[config.mk]
export PLATFORM = sky130hd
export DESIGN_NAME = switch_output_arbiter_flat
export DESIGN_NICKNAME = d
export VERILOG_FILES = /design/src/rtl/switch_pkg.sv /design/src/rtl/switch_output_arbiter_if.sv /design/src/rtl/switch_output_arbiter_rr_arbiter.sv /design/src/rtl/switch_output_arbiter.sv /design/src/flat_wrapper.sv
export SDC_FILE = /design/constraint.sdc
export NUM_CORES = 1
export LEC_CHECK = 0
export ABC_AREA = 1
export BUFFER_PORTS_ARGS = -buffer_cell sky130_fd_sc_hd__buf_2
export CAP_MARGIN = 20
export CORE_MARGIN = 2
export CORE_UTILIZATION = 49
export DETAILED_ROUTE_END_ITERATION = 12
export PLACE_DENSITY = 0.78
export RECOVER_POWER = 25
export SYNTH_ARGS = -nofsm -noshare
export SYNTH_HDL_FRONTEND = slang
export SYNTH_SLANG_ARGS = --single-unit
[constraint.sdc]
create_clock -name clk -period 2.9 [get_ports clk]
set_clock_uncertainty 0.15 [all_clocks]
set_input_delay 0.435 -clock clk [delete_from_list [all_inputs] [get_ports clk]]
set_output_delay 0.435 -clock clk [all_outputs]
set_load 0.005 [all_outputs]
[src/rtl/switch_pkg.sv]
// Shared switch packet types and constants.
// Also holds the modulo-N pointer helper used by the round-robin arbiter.
package switch_pkg;

  localparam int unsigned PORT_W  = 4;
  localparam int unsigned DATA_W  = 8;
  localparam int unsigned N_PORTS = 4;

  typedef struct packed {
    logic [PORT_W-1:0] source;
    logic [PORT_W-1:0] target;
    logic [DATA_W-1:0] data;
  } pkt_t;

  // Increment a lane index with wrap at n.
  function automatic int unsigned next_ptr(input int unsigned idx, input int unsigned n = N_PORTS);
    return (idx + 1) % n;
  endfunction

endpackage

[src/rtl/switch_output_arbiter_if.sv]
// Input lanes and output port of one switch output scheduler.
interface switch_output_arbiter_if
  import switch_pkg::*;
#(
  parameter int unsigned N_PORTS = 4
);

  logic [N_PORTS-1:0]        req_valid;
  logic [N_PORTS*PORT_W-1:0] req_source;
  logic [N_PORTS*PORT_W-1:0] req_target;
  logic [N_PORTS*DATA_W-1:0] req_data;
  logic [N_PORTS-1:0]        req_ready;

  logic              valid_out;
  logic [PORT_W-1:0] source_out;
  logic [PORT_W-1:0] target_out;
  logic [DATA_W-1:0] data_out;
  logic              out_ready;

  modport master (
    output req_valid, req_source, req_target, req_data, out_ready,
    input  req_ready, valid_out, source_out, target_out, data_out
  );

  modport slave (
    input  req_valid, req_source, req_target, req_data, out_ready,
    output req_ready, valid_out, source_out, target_out, data_out
  );

endinterface

[src/rtl/switch_output_arbiter_rr_arbiter.sv]
// Round-robin arbiter: scans from rr_ptr upward and moves the pointer
// past the winner whenever the grant is actually taken.
module rr_arbiter
  import switch_pkg::*;
#(
  parameter int unsigned N = 4
) (
  input  logic                 clk,
  input  logic                 rst_n,
  input  logic [N-1:0]         req,
  input  logic                 advance,
  output logic [N-1:0]         grant,
  output logic [$clog2(N)-1:0] grant_idx
);

  localparam int unsigned IDX_W = $clog2(N);

  logic [IDX_W-1:0] rr_ptr;
  logic [IDX_W-1:0] idx;
  logic             found;

  // N is a power of two, so IDX_W-bit addition wraps mod N for free.
  always_comb begin
    grant_idx = '0;
    found     = 1'b0;
    idx       = '0;
    for (int k = 0; k < int'(N); k++) begin
      idx = rr_ptr + IDX_W'(k);
      if (!found && req[idx]) begin
        found     = 1'b1;
        grant_idx = idx;
      end
    end
    grant = found ? (N'(1) << grant_idx) : '0;
  end

  always_ff @(posedge clk or negedge rst_n) begin
    if (!rst_n) begin
      rr_ptr <= '0;
    end else if (advance) begin
      rr_ptr <= IDX_W'(next_ptr(32'(grant_idx), N));
    end
  end

endmodule

[src/rtl/switch_output_arbiter.sv]
// Per-output-port scheduler: filters lanes addressed to PORT_ID, arbitrates
// round-robin and holds the winning packet until downstream accepts it.
module switch_output_arbiter
  import switch_pkg::*;
#(
  parameter int unsigned N_PORTS = 4,
  parameter int unsigned PORT_ID = 0,
  parameter int unsigned CNT_W   = 16
) (
  input  logic                       clk,
  input  logic                       rst_n,
  switch_output_arbiter_if.slave     bus,
  output logic [$clog2(N_PORTS)-1:0] grant_id,
  output logic [CNT_W-1:0]           pkt_count
);

  localparam int unsigned IDX_W = $clog2(N_PORTS);

  typedef enum logic {EMPTY, FULL} state_t;

  state_t             state;
  state_t             state_next;
  pkt_t               lane_pkt [N_PORTS];
  pkt_t               out_pkt;
  logic [N_PORTS-1:0] elig;
  logic [N_PORTS-1:0] grant;
  logic [IDX_W-1:0]   win_idx;
  logic               load_en;
  logic               transfer;

  // Unpack lanes and keep only those addressed to this port.
  always_comb begin
    elig = '0;
    for (int i = 0; i < int'(N_PORTS); i++) begin
      lane_pkt[i].source = bus.req_source[i*PORT_W +: PORT_W];
      lane_pkt[i].target = bus.req_target[i*PORT_W +: PORT_W];
      lane_pkt[i].data   = bus.req_data[i*DATA_W +: DATA_W];
      elig[i] = bus.req_valid[i] && (bus.req_target[i*PORT_W +: PORT_W] == PORT_W'(PORT_ID));
    end
  end

  rr_arbiter #(.N(N_PORTS)) u_rr (
    .clk       (clk),
    .rst_n     (rst_n),
    .req       (elig),
    .advance   (transfer),
    .grant     (grant),
    .grant_idx (win_idx)
  );

  assign load_en       = (state == EMPTY) || bus.out_ready;
  assign bus.req_ready = (rst_n && load_en) ? grant : '0;
  assign transfer      = |bus.req_ready;

  always_ff @(posedge clk or negedge rst_n) begin
    if (!rst_n) state <= EMPTY;
    else        state <= state_next;
  end

  always_comb begin
    state_next = state;
    case (state)
      EMPTY:   if (transfer) state_next = FULL;
      FULL:    if (bus.out_ready && !transfer) state_next = EMPTY;
      default: state_next = EMPTY;
    endcase
  end

  // Output register and saturating accepted-packet counter.
  always_ff @(posedge clk or negedge rst_n) begin
    if (!rst_n) begin
      out_pkt   <= '0;
      grant_id  <= '0;
      pkt_count <= '0;
    end else if (transfer) begin
      out_pkt  <= lane_pkt[win_idx];
      grant_id <= win_idx;
      if (pkt_count != {CNT_W{1'b1}}) pkt_count <= pkt_count + CNT_W'(1);
    end
  end

  assign bus.valid_out  = (state == FULL);
  assign bus.source_out = out_pkt.source;
  assign bus.target_out = out_pkt.target;
  assign bus.data_out   = out_pkt.data;

endmodule

[src/flat_wrapper.sv]
// flat-port wrapper written by rule: the top's interface ports become plain ports
module switch_output_arbiter_flat import switch_pkg::*;
#(
  parameter int unsigned N_PORTS = 4,
  parameter int unsigned PORT_ID = 0,
  parameter int unsigned CNT_W   = 16
)
  (clk, rst_n, grant_id, pkt_count, bus_req_valid, bus_req_source, bus_req_target, bus_req_data, bus_out_ready, bus_req_ready, bus_valid_out, bus_source_out, bus_target_out, bus_data_out);
  switch_output_arbiter_if #(.N_PORTS(N_PORTS)) bus_i ();
  input  logic clk;
  input  logic rst_n;
  output logic [$clog2(N_PORTS)-1:0] grant_id;
  output logic [CNT_W-1:0] pkt_count;
  input wire logic [$bits(bus_i.req_valid)-1:0] bus_req_valid;
  input wire logic [$bits(bus_i.req_source)-1:0] bus_req_source;
  input wire logic [$bits(bus_i.req_target)-1:0] bus_req_target;
  input wire logic [$bits(bus_i.req_data)-1:0] bus_req_data;
  input wire logic [$bits(bus_i.out_ready)-1:0] bus_out_ready;
  output wire logic [$bits(bus_i.req_ready)-1:0] bus_req_ready;
  output wire logic [$bits(bus_i.valid_out)-1:0] bus_valid_out;
  output wire logic [$bits(bus_i.source_out)-1:0] bus_source_out;
  output wire logic [$bits(bus_i.target_out)-1:0] bus_target_out;
  output wire logic [$bits(bus_i.data_out)-1:0] bus_data_out;
  assign bus_i.req_valid = bus_req_valid;
  assign bus_i.req_source = bus_req_source;
  assign bus_i.req_target = bus_req_target;
  assign bus_i.req_data = bus_req_data;
  assign bus_i.out_ready = bus_out_ready;
  assign bus_req_ready = bus_i.req_ready;
  assign bus_valid_out = bus_i.valid_out;
  assign bus_source_out = bus_i.source_out;
  assign bus_target_out = bus_i.target_out;
  assign bus_data_out = bus_i.data_out;
  switch_output_arbiter #(.N_PORTS(N_PORTS), .PORT_ID(PORT_ID), .CNT_W(CNT_W)) u_core (.clk(clk), .rst_n(rst_n), .bus(bus_i), .grant_id(grant_id), .pkt_count(pkt_count));
endmodule
==> metrics.txt, run 1 <==
status completed; mean area per synthesized cell 7.086 um^2; Gate power share 0.597; Post-Synth Simple-Gate Area 0.4419; switch share 0.4753; fin crit period 2734 ps; count of buffers from port buffering 109; commonest non-fill, non-tap cell in the layout nand2_1; Pre-antenna DRT Iters 4; Max IR drop VDD 0.6445 mV; part of the cycle the worst path needs 0.9427; 1st-iter DRT viols 141; Seq pwr share 0.253; ys async rst share 1.000; CTS tree done; most frequent cells in the layout nand2_1 (107), buf_2 (104), inv_1 (52), nand3_1 (49), dfrtp_1 (36); mux cell area share after synthesis 0; count of cell types in the netlist 29; WP data arrival 2150 ps; Power Density 1011 nW/um^2; global-route wire length before repair 11.48 mm; Synthesis Warnings 0; DRT Wirelength 6.942 mm; placed cells 554; Final TNS setup 0 ps; max frequency 0.3658 GHz; Synth Register Bits 37; clock latency on the worst-skew pair 280 ps; part of the power in the clock network 0.150; CP Cell Sequence inv_4 > nand4_1 > nand3_2 > nand2_4 > nand4_1 > nand3_2 > nand2_2 > inv_1 > nand2_1 > inv_1 > buf_2; ANT cells 0; Starting Density 0.5173; Internal 1820 uW; CP max stage cell dfrtp_2; final-stage net count 567; worst hold margin 216.7 ps; xor/xnor share of the synthesized area 0.05483; share of layout cells above drive strength 1 0.3004; compound-gate portion of the synthesized area 0.03346; Syn Std Cell Area 2693 um^2; row count 26; largest net degree at the start of global routing 24; Crit. End Element output pin; vias in the first global route 2510; min-delay worst type in2reg; Final ANT Viol Nets 0; total track usage 0.2308; Clock Root Buffer clkbuf_8; WP data required 2320 ps; via density per instance 4.958; CTS Buffer Depth 2; switching power 1649 uW; initial antenna violation count 0; area leader, netlist dfrtp_1; num ports 110; Leak Pwr 0.001952 uW; core area 5205 um^2; slew margin rel. 0.7000; Worst Setup Start Kind flip-flop; Post-synth top flop dfrtp_1; non-filler instance count after layout 566; CP max stage delay 500 ps; DIE WIDTH 78.13 um; Final Hold Violating Endpoints 0; # clock sinks 37; final count of pins violating max slew 0; post-synthesis sequential area ratio 0.3439; Clk pin slew, worst setup/hold paths 70 ps; Post-route DRC 0; Post-Synth Adder-Cell Area 0.004647; Post-synth EDFFs 0; Worst-Margin Slew 450.0 ps; die height 78.13 um; total of max-cap violations 0; largest family of logic cells by synthesized area simple AND/OR/NAND/NOR gates; RSZ-0062 raised after global routing false; kind of critical path reg2out; CP Max Fanout 13; TritonCTS Buffers 5; DR WL/cell 12.27 um; P&R area growth vs syn 27.46%; net count after synthesis 452; gp weighted congestion 0.8987; grt total ovfl 0; # H-tree levels 2; final setup fails 0; Synth area leaders dfrtp_1 (34%), nand2_1 (15%), nand3_1 (9.1%), inv_1 (7.2%), nor2_1 (4.9%); post-DP HPWL 5.534 mm; area share of the largest cell type after synthesis 0.3439; via count 2806; cells after synthesis 380; total die area 6104 um^2
## final timing paths
check	start	end	slack, ps	cells after the start
setup reg to reg	u_core.pkt_count[0]	u_core.pkt_count[5]	360	10
setup / recovery	u_core.u_rr.rr_ptr[0]	bus_req_ready[2]	170	11
min in group asynchronous	rst_n	u_core.pkt_count[9]	480	2
hold reg to reg	u_core.bus.target_out[1]	u_core.bus.target_out[1]	310	2
max in group asynchronous	rst_n	u_core.bus.data_out[2]	1490	3
hold / removal	bus_out_ready	u_core.bus.valid_out	220	2
## flip-flops by register name, indices dropped and copies added (netlist names)
signal,flops
u_core.bus.valid_out,1
u_core.pkt_count,16
u_core.grant_id,2
u_core.bus.target_out,4
u_core.u_rr.rr_ptr,2
u_core.bus.source_out,4
u_core.bus.data_out,8
## power by group through the flow
stage	Clock [uW]	Sequential (uW)	Combinational, uW
after floorplan	0	842	1610
after detailed placement	0	880	2010
final	521	879	2070
after global routing	555	898	2340
after CTS	531	871	2020
after global placement	0	878	1980
## synth_stat cells (4+ instances only)
| cell type | n |
|---|---|
| a21oi_1 | 8 |
| buf_6 | 7 |
| dfrtp_1 | 37 |
| inv_1 | 52 |
| nand2_1 | 108 |
| nand2_4 | 5 |
| nand3_1 | 49 |
| nand3b_1 | 5 |
| nand4_1 | 16 |
| nor2_1 | 35 |
| nor2_4 | 4 |
| o21ai_0 | 10 |
| or2_2 | 6 |
| xor2_1 | 12 |
## area by class of cell
class                      instances  area, um^2
clock inverter                     3       65.06
fill                             466        1773
clock buffer                       5       68.82
multi-input combinational        277        1454
sequential                        37       927.1
tap                               70       87.58
inverter                          54       205.2
timing repair buffer             120       624.3
## cell families (layout without fill, tap and decap cells)
| group | Yosys count | in the layout |
|---|---|---|
| AO/OA/AOI/OAI | 18 | 18 |
| XOR/XNOR | 16 | 16 |
| adder cells (fa/ha/maj) | 1 | 1 |
| buffers and inverters | 66 | 182 |
| flip-flops | 37 | 37 |
| AND/OR/NAND/NOR | 242 | 242 |
## worst max-delay path, delay by kind of cell, from the launching register on
family,cells,cell delay (ps)
AND/OR/NAND/NOR,7,990
buffers and inverters,4,380
flip-flops,1,500
## layer usage
metal / share of wire / routed length (um) / up-vias / global-route usage
li1: - / - / 1438 / -
met4: 0.0032 / 22 / 0 / 0.04737
met1: 0.46 / 3179 / 1245 / 0.3247
met2: 0.45 / 3153 / 119 / 0.3724
met5: 0 / 0 / - / 0
met3: 0.085 / 588 / 4 / 0.04483
## per-stage QoR
step | power (uW) | instance area (um^2) | setup WS, ps | utilization
2_1_floorplan | 2453 | 2693 | 704.0 | -
3_3_place_gp | 2860 | 3257 | 367.9 | 0.6257
3_5_place_dp | 2892 | 3257 | 326.4 | 0.6257
4_1_cts | 3419 | 3401 | 14.19 | 0.6534
5_1_grt | 3798 | 3432 | 17.42 | 0.6594
6_report | 3469 | 3432 | 166.3 | 0.6594
## repair_timing
item                                    4_1_cts  5_1_grt
setup buffers                                 0        3
gates resized for setup                       0        3
hold endpoints to repair                     15        0
hold buffers                                  1        0
endpoints found under the setup margin        0        4
Note: power is estimated with default switching activity, not from simulation.
==> inputs of run 2 (changes only) <==
Settings changed: CORE_UTILIZATION 49 to 44, GPL_TIMING_DRIVEN set to 0, MAX_ROUTING_LAYER set to met4, PLACE_DENSITY 0.78 to 0.74.
Clock period 2.9 ns to 2.4 ns, I/O delays scaled along.
==> metrics.txt, run 2 (same netlist as run 1, synthesis figures left out) <==
largest net degree at the start of global routing 40 (+67%); worst hold margin 37.93 ps (-178.7 ps); placed cells 564 (+1.8%); Power Density 1333 nW/um^2 (+32%); Internal 2712 uW (+49%); RSZ-0062 raised after global routing true; Gate power share 0.680 (+0.083); Final Hold Violating Endpoints 0 (unchanged); Tot Pwr 5018 uW (+45%); switching power 2307 uW (+40%); Util after Layout 0.6357 (-0.02370); reg-to-reg startpoint u_core.u_rr.rr_ptr[0]; core area 5921 um^2 (+14%); r2r endpoint u_core.bus.data_out[7]; most used cell, CP nand2_4; kind of critical path reg2out; Placed Area 3332 um^2 (+2.3%); initial antenna violation count 0 (unchanged); status finished, violations left; CP Cell Sequence buf_6 > xnor2_4 > inv_2 > nand3_2 > nand2_4 > nand3_4 > nand2_4 > nor2_8 > buf_6 > nand2_4 > nor2_2 > buf_2; slew margin rel. 0.4059 (-0.2941); Final ANT Viol Nets 0 (unchanged); ANT cells 0 (unchanged); CP Max Fanout 5 (-8); die height 82.23 um (+5.2%); switch share 0.4596 (-0.01571); WP buf/inv 4 (unchanged); final setup fails 4 (+4); total of max-cap violations 0 (unchanged); TritonCTS Buffers 5 (unchanged); part of the cycle the worst path needs 1.057; # clock sinks 37 (unchanged); Largest register FFs 16 (unchanged); vias in the first global route 2728 (+8.7%); CP max stage cell dfrtp_1; Worst Setup EP bus_req_ready[0]; Post-route DRC 0 (unchanged); CP max stage delay 390 ps (-110 ps); count of buffers from port buffering 109 (unchanged); Seq pwr share 0.206 (-0.047); Worst Setup Start Kind flip-flop; CTS Hold Bufs 0 (-1); worst reg2reg setup slack 70 ps (-290 ps); CTS tree done; fin crit period 2537 ps; CTS Buffer Depth 2 (unchanged); Crit. End Element output pin; cell area after layout 3764 um^2 (+9.7%); Max IR drop VDD 0.7830 mV (+21%); via density per instance 4.946 (-0.23%); 1st-iter DRT viols 117 (-17%); Starting Density 0.4548 (-0.06253); total track usage 0.2282 (-0.002668); share of layout cells above drive strength 1 0.3865 (+0.08614); reg2reg path depth 14 (+4); # H-tree levels 2 (unchanged); row count 28 (+7.7%); min-delay worst type in2async; commonest non-fill, non-tap cell in the layout buf_2; grt total ovfl 0 (unchanged); num ports 110 (unchanged); clock latency on the worst-skew pair 290 ps (about the same); WP data required 1890 ps (-430 ps); filler cell count 562 (+21%); CP delay by family, top simple AND/OR/NAND/NOR gates; final-stage net count 591 (+4.2%); failing checks setup timing; beginning of the critical path u_core.u_rr.rr_ptr[0]; DRT Wirelength 7.681 mm (+11%); non-filler instance count after layout 595 (+5.1%); Clock Root Buffer clkbuf_8; P&R area growth vs syn 39.78%; part of the power in the clock network 0.115 (-0.035); total die area 6761 um^2 (+11%); via count 2943 (+4.9%); DIE WIDTH 82.23 um (+5.2%); post-DP HPWL 5.567 mm (+0.61%); max frequency 0.3941 GHz; DR WL/cell 12.91 um (+5.3%); final count of pins violating max slew 0 (unchanged); largest reg by FF count u_core.pkt_count; most frequent cells in the layout buf_2 (112), nand2_1 (98), inv_1 (51), nand3_1 (42), dfrtp_1 (35); Setup WS post-layout -137.2 ps (-303.5 ps); Pre-antenna DRT Iters 4 (unchanged); Leak Pwr 0.002114 uW (+8.3%); global-route wire length before repair 11.74 mm (+2.2%); gp weighted congestion 0.8888 (-1.1%); WP data arrival 2030 ps (-120 ps); Worst-Margin Slew 891.2 ps (+441.2 ps); Stages on worst setup path 12 (+1); Clk pin slew, worst setup/hold paths 80 ps (about the same)
-- run 2: changes by cell type in the layout (fill, tap and decap cells not counted), moves of 2 or more --
cell	previous run	this run
nor3_1	3	1
clkbuf_1	5	0
clkbuf_8	5	8
nor2_1	35	33
nor2_2	0	2
buf_6	0	11
nand2_2	3	10
nand3_1	49	42
nand2_1	107	98
nand3_2	2	8
buf_2	104	112
buf_4	10	19
-- run 2: layout make-up --
cell class              count  area (um^2)  share of cell area
plain buffers              12        127.6             0.03391
repair buffers            132        726.9              0.1932
multi-input cells         277         1559              0.4142
clock buffers               6        82.58             0.02194
well taps                  75        93.84             0.02493
clock inverters             2        37.54            0.009973
flip-flops and latches     37        928.4              0.2467
inverters                  54        207.7             0.05519
-- run 2: power by group through the flow --
| stage | Combinational, uW | Sequential, uW | Clock, uW |
|---|---|---|---|
| floorplan | 1950 | 1020 | 0 |
| global placement | 2630 | 1020 | 0 |
| detailed placement | 2680 | 1030 | 0 |
| CTS | 3040 | 1030 | 588 |
| global route | 3750 | 1070 | 610 |
| finish | 3410 | 1030 | 575 |
-- run 2: how the worst min path moves through the flow --
stage / startpoint / end / cells after the start
6_report: rst_n / u_core.bus.source_out[3] / 1
3_3_place_gp: u_core.bus.target_out[0] / u_core.bus.target_out[0] / 2
5_1_grt: rst_n / u_core.pkt_count[15] / 1
4_1_cts: rst_n / u_core.pkt_count[15] / 1
3_5_place_dp: u_core.bus.target_out[2] / u_core.bus.target_out[2] / 2
2_1_floorplan: rst_n / u_core.bus.data_out[0] / 0
-- run 2: per-layer routing --
| layer | vias up | track usage | part of all wire |
|---|---|---|---|
| li1 | 1480 | - | - |
| met1 | 1359 | 0.2652 | 0.42 |
| met2 | 96 | 0.4113 | 0.50 |
| met3 | 8 | 0.03913 | 0.073 |
| met4 | 0 | 0.05000 | 0.0073 |
| met5 | - | - | 0 |
-- run 2: per-stage QoR --
| step | worst slack (ps) | TNS, ps |
|---|---|---|
| detailed placement | -193.8 | -577.0 |
| finish | -137.2 | -504.4 |
| CTS | -175.1 | -644.7 |
| global route | -251.4 | -1242 |
| global placement | -184.4 | -585.0 |
| floorplan | 279.0 | 0 |
-- run 2: what timing repair did --
| item | 4_1_cts | 5_1_grt |
|---|---|---|
| cloned | 1 | 1 |
| pin swaps | 12 | 15 |
| setup endpoints to repair | 12 | 25 |
| setup buffers | 11 | 10 |
| resized for setup | 16 | 21 |
